### src/rtl/bus_wait_ctrl.sv
// Bus wait-state controller behind the 4510 mapper: region decode, registered chip selects, ready generation.
// Optional stall statistics counter is built only when BUS_WAIT_STATS_EN is defined.
module bus_wait_ctrl #(
  parameter int unsigned RAM_WAITS = 0,
  parameter int unsigned ROM_WAITS = 1,
  parameter int unsigned IO_WAITS  = 2,
  parameter logic [7:0]  IO_PAGE   = 8'h0D
) (
  input  logic        clk,
  input  logic        reset,
  input  logic [19:0] address_next,
  input  logic        we_next,
  input  logic        ext_wait,
  input  logic        err_clr,
  input  logic        stats_clr,
  output logic        ready,
  output logic        ram_cs,
  output logic        rom_cs,
  output logic        io_cs,
  output logic        we,
  output logic        bus_err,
  output logic [15:0] stall_count
);
  localparam int unsigned CNT_W  = 3;
  localparam int unsigned STAT_W = 16;

  typedef enum logic [1:0] {ST_RUN, ST_WAIT, ST_XWAIT} state_e;

  state_e           state_q, state_d;
  logic [CNT_W-1:0] cnt_q, cnt_d;
  logic             ram_cs_q, ram_cs_d;
  logic             rom_cs_q, rom_cs_d;
  logic             io_cs_q, io_cs_d;
  logic             we_q, we_d;
  logic             bus_err_q, bus_err_d;

  logic             dec_io, dec_ram, dec_rom, dec_unmapped;
  logic [CNT_W-1:0] dec_waits;

  // Region decode of the mapper's next address; the I/O page overrides RAM
  always_comb begin
    dec_io       = (address_next[19:12] == IO_PAGE);
    dec_ram      = !dec_io && (address_next[19:17] == 3'd0);
    dec_rom      = !dec_io && (address_next[19:17] == 3'd1);
    dec_unmapped = !(dec_io || dec_ram || dec_rom);
    dec_waits    = '0;
    if (dec_io)       dec_waits = CNT_W'(IO_WAITS);
    else if (dec_ram) dec_waits = CNT_W'(RAM_WAITS);
    else if (dec_rom) dec_waits = CNT_W'(ROM_WAITS);
  end

  // Low address bits only matter to the devices, not to the decode
  logic unused_addr_lo;
  assign unused_addr_lo = ^address_next[11:0];

  always_ff @(posedge clk) begin
    if (reset) begin
      state_q   <= ST_RUN;
      cnt_q     <= '0;
      ram_cs_q  <= 1'b0;
      rom_cs_q  <= 1'b0;
      io_cs_q   <= 1'b0;
      we_q      <= 1'b0;
      bus_err_q <= 1'b0;
    end else begin
      state_q   <= state_d;
      cnt_q     <= cnt_d;
      ram_cs_q  <= ram_cs_d;
      rom_cs_q  <= rom_cs_d;
      io_cs_q   <= io_cs_d;
      we_q      <= we_d;
      bus_err_q <= bus_err_d;
    end
  end

  // Next state: a completing cycle starts the next access
  always_comb begin
    state_d = state_q;
    cnt_d   = cnt_q;
    unique case (state_q)
      ST_RUN, ST_XWAIT: begin
        if (ready) begin
          if (dec_waits != '0) begin
            state_d = ST_WAIT;
            cnt_d   = dec_waits - CNT_W'(1);
          end else if (dec_io) begin
            state_d = ST_XWAIT;
          end else begin
            state_d = ST_RUN;
          end
        end
      end
      ST_WAIT: begin
        if (cnt_q == '0) state_d = io_cs_q ? ST_XWAIT : ST_RUN;
        else             cnt_d   = cnt_q - CNT_W'(1);
      end
      default: state_d = ST_RUN;
    endcase
  end

  // Outputs: ready from state and ext_wait only, never from address_next
  always_comb begin
    ready     = (state_q == ST_RUN) || ((state_q == ST_XWAIT) && !ext_wait);
    ram_cs_d  = ram_cs_q;
    rom_cs_d  = rom_cs_q;
    io_cs_d   = io_cs_q;
    we_d      = we_q;
    bus_err_d = bus_err_q && !err_clr;
    if (ready) begin
      ram_cs_d = dec_ram;
      rom_cs_d = dec_rom;
      io_cs_d  = dec_io;
      we_d     = we_next;
      if (dec_unmapped) bus_err_d = 1'b1;
    end
  end

  assign ram_cs  = ram_cs_q;
  assign rom_cs  = rom_cs_q;
  assign io_cs   = io_cs_q;
  assign we      = we_q;
  assign bus_err = bus_err_q;

`ifdef BUS_WAIT_STATS_EN
  logic [STAT_W-1:0] stall_count_q, stall_count_d;

  // Saturating stall counter; clear beats a simultaneous increment
  always_comb begin
    stall_count_d = stall_count_q;
    if (stats_clr)                                 stall_count_d = '0;
    else if (!ready && (stall_count_q != '1))      stall_count_d = stall_count_q + STAT_W'(1);
  end

  always_ff @(posedge clk) begin
    if (reset) stall_count_q <= '0;
    else       stall_count_q <= stall_count_d;
  end

  assign stall_count = stall_count_q;
`else
  logic unused_stats_clr;
  assign unused_stats_clr = stats_clr;
  assign stall_count      = STAT_W'(0);
`endif

endmodule

### config.mk
export PLATFORM = sky130hd
export DESIGN_NAME = bus_wait_ctrl
export DESIGN_NICKNAME = d
export VERILOG_FILES = /design/src/rtl/bus_wait_ctrl.sv
export SDC_FILE = /design/constraint.sdc
export NUM_CORES = 1
export LEC_CHECK = 0
export ABC_CLOCK_PERIOD_IN_PS = 3100
export BUFFER_PORTS_ARGS = -buffer_cell sky130_fd_sc_hd__clkbuf_2
export CELL_PAD_IN_SITES_DETAIL_PLACEMENT = 0
export CELL_PAD_IN_SITES_GLOBAL_PLACEMENT = 1
export CORE_MARGIN = 5
export CORE_UTILIZATION = 28
export DETAILED_ROUTE_END_ITERATION = 12
export GPL_TIMING_DRIVEN = 0
export HOLD_SLACK_MARGIN = 0.03
export PLACE_DENSITY = 0.91
export SKIP_CTS_REPAIR_TIMING = 1
export SLEW_MARGIN = 10
export SYNTH_ARGS = -nofsm -noshare
export SYNTH_HDL_FRONTEND = slang
export SYNTH_SLANG_ARGS = --single-unit
### constraint.sdc
create_clock -name clk -period 3.1 [get_ports clk]
set_input_delay 0.31 -clock clk [delete_from_list [all_inputs] [get_ports clk]]
set_output_delay 0.31 -clock clk [all_outputs]
set_load 0.05 [all_outputs]
* Word-level counts from Yosys, hierarchy flattened *
Index checks and enable logic that the tools add are counted.

storage, ports and cells
  logic and storage cells = 50
  register bits after elaboration = 10
  output and inout bits = 22
  input port bits = 26

operators by class
  add/sub/neg operators = 2
  multiplexer cells = 15
  reduce and logical (&&, ||, !) cells = 18
  equality and inequality tests = 8

operator list
  kind                   count
  $mux W2                6
  $mux W3                3
  $eq A8 B4 Y1 const B   1
  $ne A2 B2 Y1 const B   4
  $logic_not A3 Y1       2
  $pmux W3 S2            1
  $sub A3 B1 Y3 const B  2
  $logic_and A1 B1 Y1    4
  $mux W1                4
  $pmux W2 S2            1
  $reduce_and A4 Y1      1
  $eq A3 B1 Y1 const B   1
  $logic_not A1 Y1       3
  $logic_or A1 B1 Y1     3
  $reduce_bool A3 Y1     1
  $eq A2 B1 Y1 const B   1
  $eq A2 B2 Y1 const B   1
  $logic_not A2 Y1       1
  $reduce_and A2 Y1      1
  $reduce_bool A2 Y1     1
  $reduce_or A2 Y1       1

* Depth between registers and ports, before layout *
Gate-level depths: netlist of run 1.

  depth in word-level cells = 10
  gate-level depth with buffers = 8
  mapped depth without buffers = 8

* Least setup slack after synthesis of run 1 *
No wires, ideal clock.

  path kind = register -> register
  start point = reg state_q[1]
  end point = reg io_cs_q, in the netlist io_cs
  setup slack = 1.627 ns
  required time = 2.970 ns
  data arrival time = 1.343 ns
  period minus slack after synthesis = 1.473 ns
  stages on the path, launching flop included = 4
  setup time = 0.130 ns
  buffers on the path = 0
  cell sequence = dfxtp_1 > a21oi_2 > mux2i_1 > nor2_1

between the ends
  word-level cells in the longest chain between the ends = 3
  elaborated cells between the ends (all ways) = 4
  classes of those cells = eq/ne: 1; reduce/logical: 3

RTL lines
  element                 RTL line  text
  from (decl)             29        state_e state_q, state_d;
  from (signal assigned)  66        state_q <= state_d;
  $eq A2 B2 Y1            103       ready = (state_q == ST_RUN) || ((state_q == ST_XWAIT) && !ext_wait);
  $logic_and A1 B1 Y1     103
  $logic_or A1 B1 Y1 *    103
  net ready               16        output logic ready,
  to (signal assigned)    70        io_cs_q <= io_cs_d;
  to (decl)               33        logic io_cs_q, io_cs_d;

The timed path passes the listed nets; every way through them passes the cells marked *.
A chain may end at the register's enable or synchronous reset.

* Final worst setup path of run 1 *
  start point = reg state_q[1]
  end point = out ready

between the ends
  word-level cells in the longest chain between the ends = 3
  elaborated cells between the ends (all ways) = 4
  classes of those cells = eq/ne: 1; reduce/logical: 3

RTL lines
  element               RTL line
  $eq A2 B2 Y1          103
  $logic_and A1 B1 Y1   103
  $logic_or A1 B1 Y1 *  103
  to (decl)             16

Every way passes the cells marked *; elsewhere a longest branch is shown, timed or not.

==> results of run 1 <==
==> cells by family after synthesis <==
group / after synthesis
AO/OA/AOI/OAI: 14
adder cells (fa/ha/maj): 1
buffers and inverters: 19
flip-flops: 10
multiplexers: 5
other: 1
AND/OR/NAND/NOR: 23
==> power by group through the flow <==
stage	combinational [mW]	clock [mW]	sequential [mW]
6_report	0.131	0.0863	0.144
5_1_grt	0.141	0.0953	0.146
4_1_cts	0.130	0.0894	0.144
3_5_place_dp	0.130	0	0.147
3_3_place_gp	0.129	0	0.147
2_1_floorplan	0.100	0	0.156
==> area by class of cell <==
class                           instances  area [sq um]
Buffer                                 17           124
Inverter                                2          7.51
Sequential cell                        10           200
Tap cell                               28          35.0
Fill cell                             246          1370
Clock buffer                            3          22.5
Multi-Input combinational cell         59           382
Timing Repair Buffer                   18          90.1
==> worst max-delay path: cells and delay by family (launching register included) <==
family | cells | cell delay [ns]
compound gates | 1 | 0.43
flops | 1 | 0.35
buf+inv | 1 | 0.37
==> per-layer routing <==
metal | global-route usage, % | part of all wire [%] | vias to the layer above | wire length [um]
met5 | 0 | 0 | - | 0
met4 | 1.32 | 1.1 | 0 | 14
met3 | 6.36 | 15 | 2 | 185
met2 | 12.1 | 49 | 25 | 615
met1 | 7.77 | 35 | 244 | 436
li1 | - | - | 297 | -
==> registers in the layout (all words and copies together), names as in the netlist <==
register and cells:
rom_cs 1, state_q 2, cnt_q 3, bus_err 1
io_cs 1, ram_cs 1, we 1
==> cells in the final DEF (no fill, tap or decap), types with 3 or more instances in the layout <==
cell,n
buf_4,16
conb_1,16
nor2b_1,3
nand2b_1,4
dfxtp_1,10
mux2i_1,5
nor2_1,6
clkbuf_2,18
clkbuf_4,3
==> final timing paths <==
kind / from / end / slack (ns) / cells past startpoint
max: state_q[1] / ready / 1.38 / 2
min: we_next / we / 0.29 / 3
max reg2reg: state_q[1] / cnt_q[2] / 1.50 / 7
min reg2reg: bus_err / bus_err / 0.47 / 2
==> stage by stage <==
stage          area, sq um  total power, mW  std cells  setup slack [ns]  hold WS [ns]
4_1_cts                861            0.364        137              1.35         0.295
3_5_place_dp           838            0.277        134              1.43         0.466
6_report               861            0.361        137              1.38         0.293
5_1_grt                861            0.381        137              1.28         0.334
2_1_floorplan          713            0.257         88              1.63         0.457
3_3_place_gp           838            0.276        134              1.48         0.464
==> metrics.yaml, run 1 <==
clock_tree:
  clkLatencyLatePin_ns: 0.26
  cts_buffers: 3
  clkTransAtPathRegs_ns: 0.06
  ctsRootBufferMaster: "clkbuf_4"
  cts_tree: "built"
  clock_sinks: 10
  clockBufferDepth: 2
  h-tree-depth: 1
grt:
  antenna_found_initial: 0
  grt_max_degree: 11
  overflow: 0
  grt_pass1_wl_um: 2020
  grt_usage_pct: 7.61
  grt_pass1_vias: 507
cells_and_area:
  drive_gt1_share_pct: 39.4
  area_growth_pct: 31.0
  num_antenna_cells: 0
  final_util_pct: 38.5
  nets: 138
logic_synthesis:
  synth_fa_ha_area_share_pct: 1.90
  yosysMostFrequentCell: "buf_4"
  yosysTopAreaCellShare_pct: 30.5
  synth_top_family_by_area: "simple AND/OR/NAND/NOR gates"
  synthFlopType: "dfxtp_1"
  synthCells: 73
  syn_area_sq_um: 657
  synth_compound_area_share_pct: 18.1
  synth_edf_count: 0
  async_reset_ff_share_pct: 0
  synthSimpleGateAreaFrac_pct: 21.3
  synth-xor-area-share_pct: 0
  synth_commonest_cells: "buf_4, dfxtp_1, nor2_1"
  ys_types: 29
  muxShareOfSynthArea_pct: 7.62
  synthTopCellsByArea: "dfxtp_1, buf_4, mux2i_1"
  syn_area_per_cell_sq_um: 9.00
  yosys.area.top_type: "dfxtp_1"
  ys_seq_area_share_pct: 30.5
  synth-seq-cells: 10
  yosys_warnings: 0
placement:
  hpwl_um: 1090
  io_buffers: 18
  routabilityCongestion: 0.723
route:
  route.detailed.drc: 0
  vias: 568
  wl_per_cell_um: 9.15
  first_pass_iters: 4
  drtIter0Drc: 6
  viasPerCell: 4.15
  postRouteAntennaNets: 0
  wl_um: 1250
power:
  leakagePower_nw: 0.450
  comb_power_share_pct: 36.2
  p_per_area_nw_per_um2: 419
  swShare_pct: 37.8
  power.internal_mw: 0.225
  max-vdd-ir-drop_mv: 0.304
  seq_power_share_pct: 39.9
  power_switching_mw: 0.136
  pwr-share-clk_pct: 23.9
setup_path:
  worstSetupStartpointType: "flop"
  endpoint_kind: "primary output"
  crit_fanout: 8
  worstPathRequired_ns: 2.79
  critical_path_class: "flop to primary output"
  crit_chain: "a21oi_2, clkbuf_2"
  cp.arrival_ns: 1.41
  max_stage_delay_ns: 0.43
  cp_slowest_cell: "a21oi_2"
floorplanning:
  die_y_um: 58.4
  design.die.area_sq_um: 3410
  start_util_pct: 29.4
  die_w_um: 58.4
  rows: 17
  core_area_sq_um: 2230
  ios: 48
sta:
  maxSlewViolCount: 0
  setup_viol_count_final: 0
  fmax_ghz: 0.581
  period_needed_ns: 1.72
  fin_crit_sh_pct: 55.6
  skew_ns: 0.00170
  tns_ns: 0
  rsz0062_at_grt: "no"
  hold_violations: 0
run_status:
  status: "finished clean"
worst_hold_path:
  hp-class: "input pin to flop"
job:
  maxCapViolations: 0
Power figures use the tool's default switching activity.
==> inputs of run 2 (changes only) <==
- ABC_CLOCK_PERIOD_IN_PS: 3100 -> 1700
- CORE_UTILIZATION: 28 -> 26
- PLACE_DENSITY: 0.91 -> 0.86
- clock period: 3.1 -> 1.7 ns (I/O delays scaled with it)
==> metrics.yaml, run 2 (same netlist as run 1, synthesis figures left out) <==
run_status:
  status: "finished clean"
sta:
  tns_ns: 0
  tightest_slew_ns: 0.508
  maxSlewViolCount: 0
  max-slew-margin-rel_pct: 66.1
  skew_ns: 0.00516
  fin_crit_sh_pct: 93.4
  setup_viol_count_final: 0
  fmax_ghz: 0.630
  period_needed_ns: 1.59
  rsz0062_at_grt: "no"
  hold_violations: 0
cells_and_area:
  n_fill_cell: 253
  drive_gt1_share_pct: 41.8
  final_cell_mix: "clkbuf_2, buf_4, conb_1, dfxtp_1, nor2_1"
  nets: 138
  num_antenna_cells: 0
  reg_top3: "cnt_q: 3 flops, state_q: 2 flops"
  final_cells: 140
  area_growth_pct: 34.1
  mostFrequentLayoutCell: "clkbuf_2"
  regMostFlops: "cnt_q"
  largest_register_ff_count: 3
setup_path:
  endpoint_kind: "primary output"
  critical-path-top-delay-family: "flip-flops"
  critical_path_class: "flop to primary output"
  crit_buf_inv: 1
  cp_slowest_cell: "dfxtp_1"
  crit_start: "state_q[0]"
  max_stage_delay_ns: 0.39
  cp.arrival_ns: 1.42
  worstPathRequired_ns: 1.53
  crit_chain: "a21oi_2, clkbuf_2"
  worstSetupStartpointType: "flop"
  crit_fanout: 8
  r2r-start: "state_q[0]"
floorplanning:
  design.die.area_sq_um: 3630
  die_y_um: 60.3
  start_util_pct: 26.8
  rows: 18
  die_w_um: 60.3
  ios: 48
  core_area_sq_um: 2450
power:
  seq_power_share_pct: 36.8
  swShare_pct: 36.1
  pwr-share-clk_pct: 30.0
  p_per_area_nw_per_um2: 816
  power_switching_mw: 0.260
  power.internal_mw: 0.459
  comb_power_share_pct: 33.2
  leakagePower_nw: 0.458
  max-vdd-ir-drop_mv: 0.494
route:
  wl_um: 1340
  vias: 565
  wl_per_cell_um: 9.56
  drtIter0Drc: 7
  first_pass_iters: 3
  postRouteAntennaNets: 0
  viasPerCell: 4.04
  route.detailed.drc: 0
placement:
  io_buffers: 18
  place_inst: 136
  hpwl_um: 1140
  routabilityCongestion: 0.702
worst_hold_path:
  hold_start: "we_next"
  hp-class: "input pin to flop"
grt:
  grt_pass1_wl_um: 2200
  antenna_found_initial: 0
  grt_max_degree: 11
  grt_pass1_vias: 511
  overflow: 0
  grt_usage_pct: 7.98
clock_tree:
  cts_tree: "built"
  ctsRootBufferMaster: "clkbuf_4"
  clkTransAtPathRegs_ns: 0.07
  h-tree-depth: 1
  cts_buffers: 3
  clockBufferDepth: 2
  clkLatencyLatePin_ns: 0.27
  clock_sinks: 10
job:
  maxCapViolations: 0
==> run 2: per-stage QoR <==
stage / power (mW) / cell area, sq um / hold WS (ns) / utilization [%] / setup WS [ns]
floorplan: 0.468 / 713 / 0.317 / - / 0.227
global placement: 0.503 / 841 / 0.416 / 34.3 / 0.178
detailed placement: 0.506 / 841 / 0.428 / 34.3 / 0.133
CTS: 0.726 / 877 / 0.136 / 35.7 / 0.101
global route: 0.758 / 881 / 0.150 / 35.9 / 0.0440
finish: 0.718 / 881 / 0.134 / 35.9 / 0.112
==> run 2: path summary, 6_finish.rpt <==
path                                  to  slack [ns]  depth (start not counted)
worst max-delay path               ready        0.11                          2
worst min-delay path                  we        0.13                          3
worst max register to register  cnt_q[2]        0.21                          7
worst min register to register   bus_err        0.47                          2
==> run 2: tightest hold or removal path, stage by stage <==
cell and delay, ns:
clkbuf_2 0.08, mux2i_1 0.05, nor2_1 0.07
==> run 2: power by group through the flow <==
stage / registers (mW) / logic, mW / clock network (mW)
after CTS: 0.264 / 0.238 / 0.225
final: 0.264 / 0.239 / 0.216
after global routing: 0.267 / 0.256 / 0.235
after detailed placement: 0.268 / 0.238 / 0
after floorplan: 0.285 / 0.183 / 0
after global placement: 0.268 / 0.235 / 0
==> run 2: layout make-up <==
type                       count  area (sq um)  area share, %
tap                           30          37.5           4.26
clock buffer                   4          36.3           4.12
multi-input combinational     59           384           43.6
buffer                        17           124           14.1
sequential                    10           201           22.9
inverter                       2          7.51          0.852
timing repair buffer          18          90.1           10.2
==> run 2: layer usage <==
metal	track usage (%)	routed length, um	vias to the layer above	share of wire, %
met2	12.2	640	19	48
met1	10.0	569	246	43
met4	1.90	14	0	1.0
met5	0	0	-	0
met3	3.89	114	3	8.5
li1	-	-	297	-
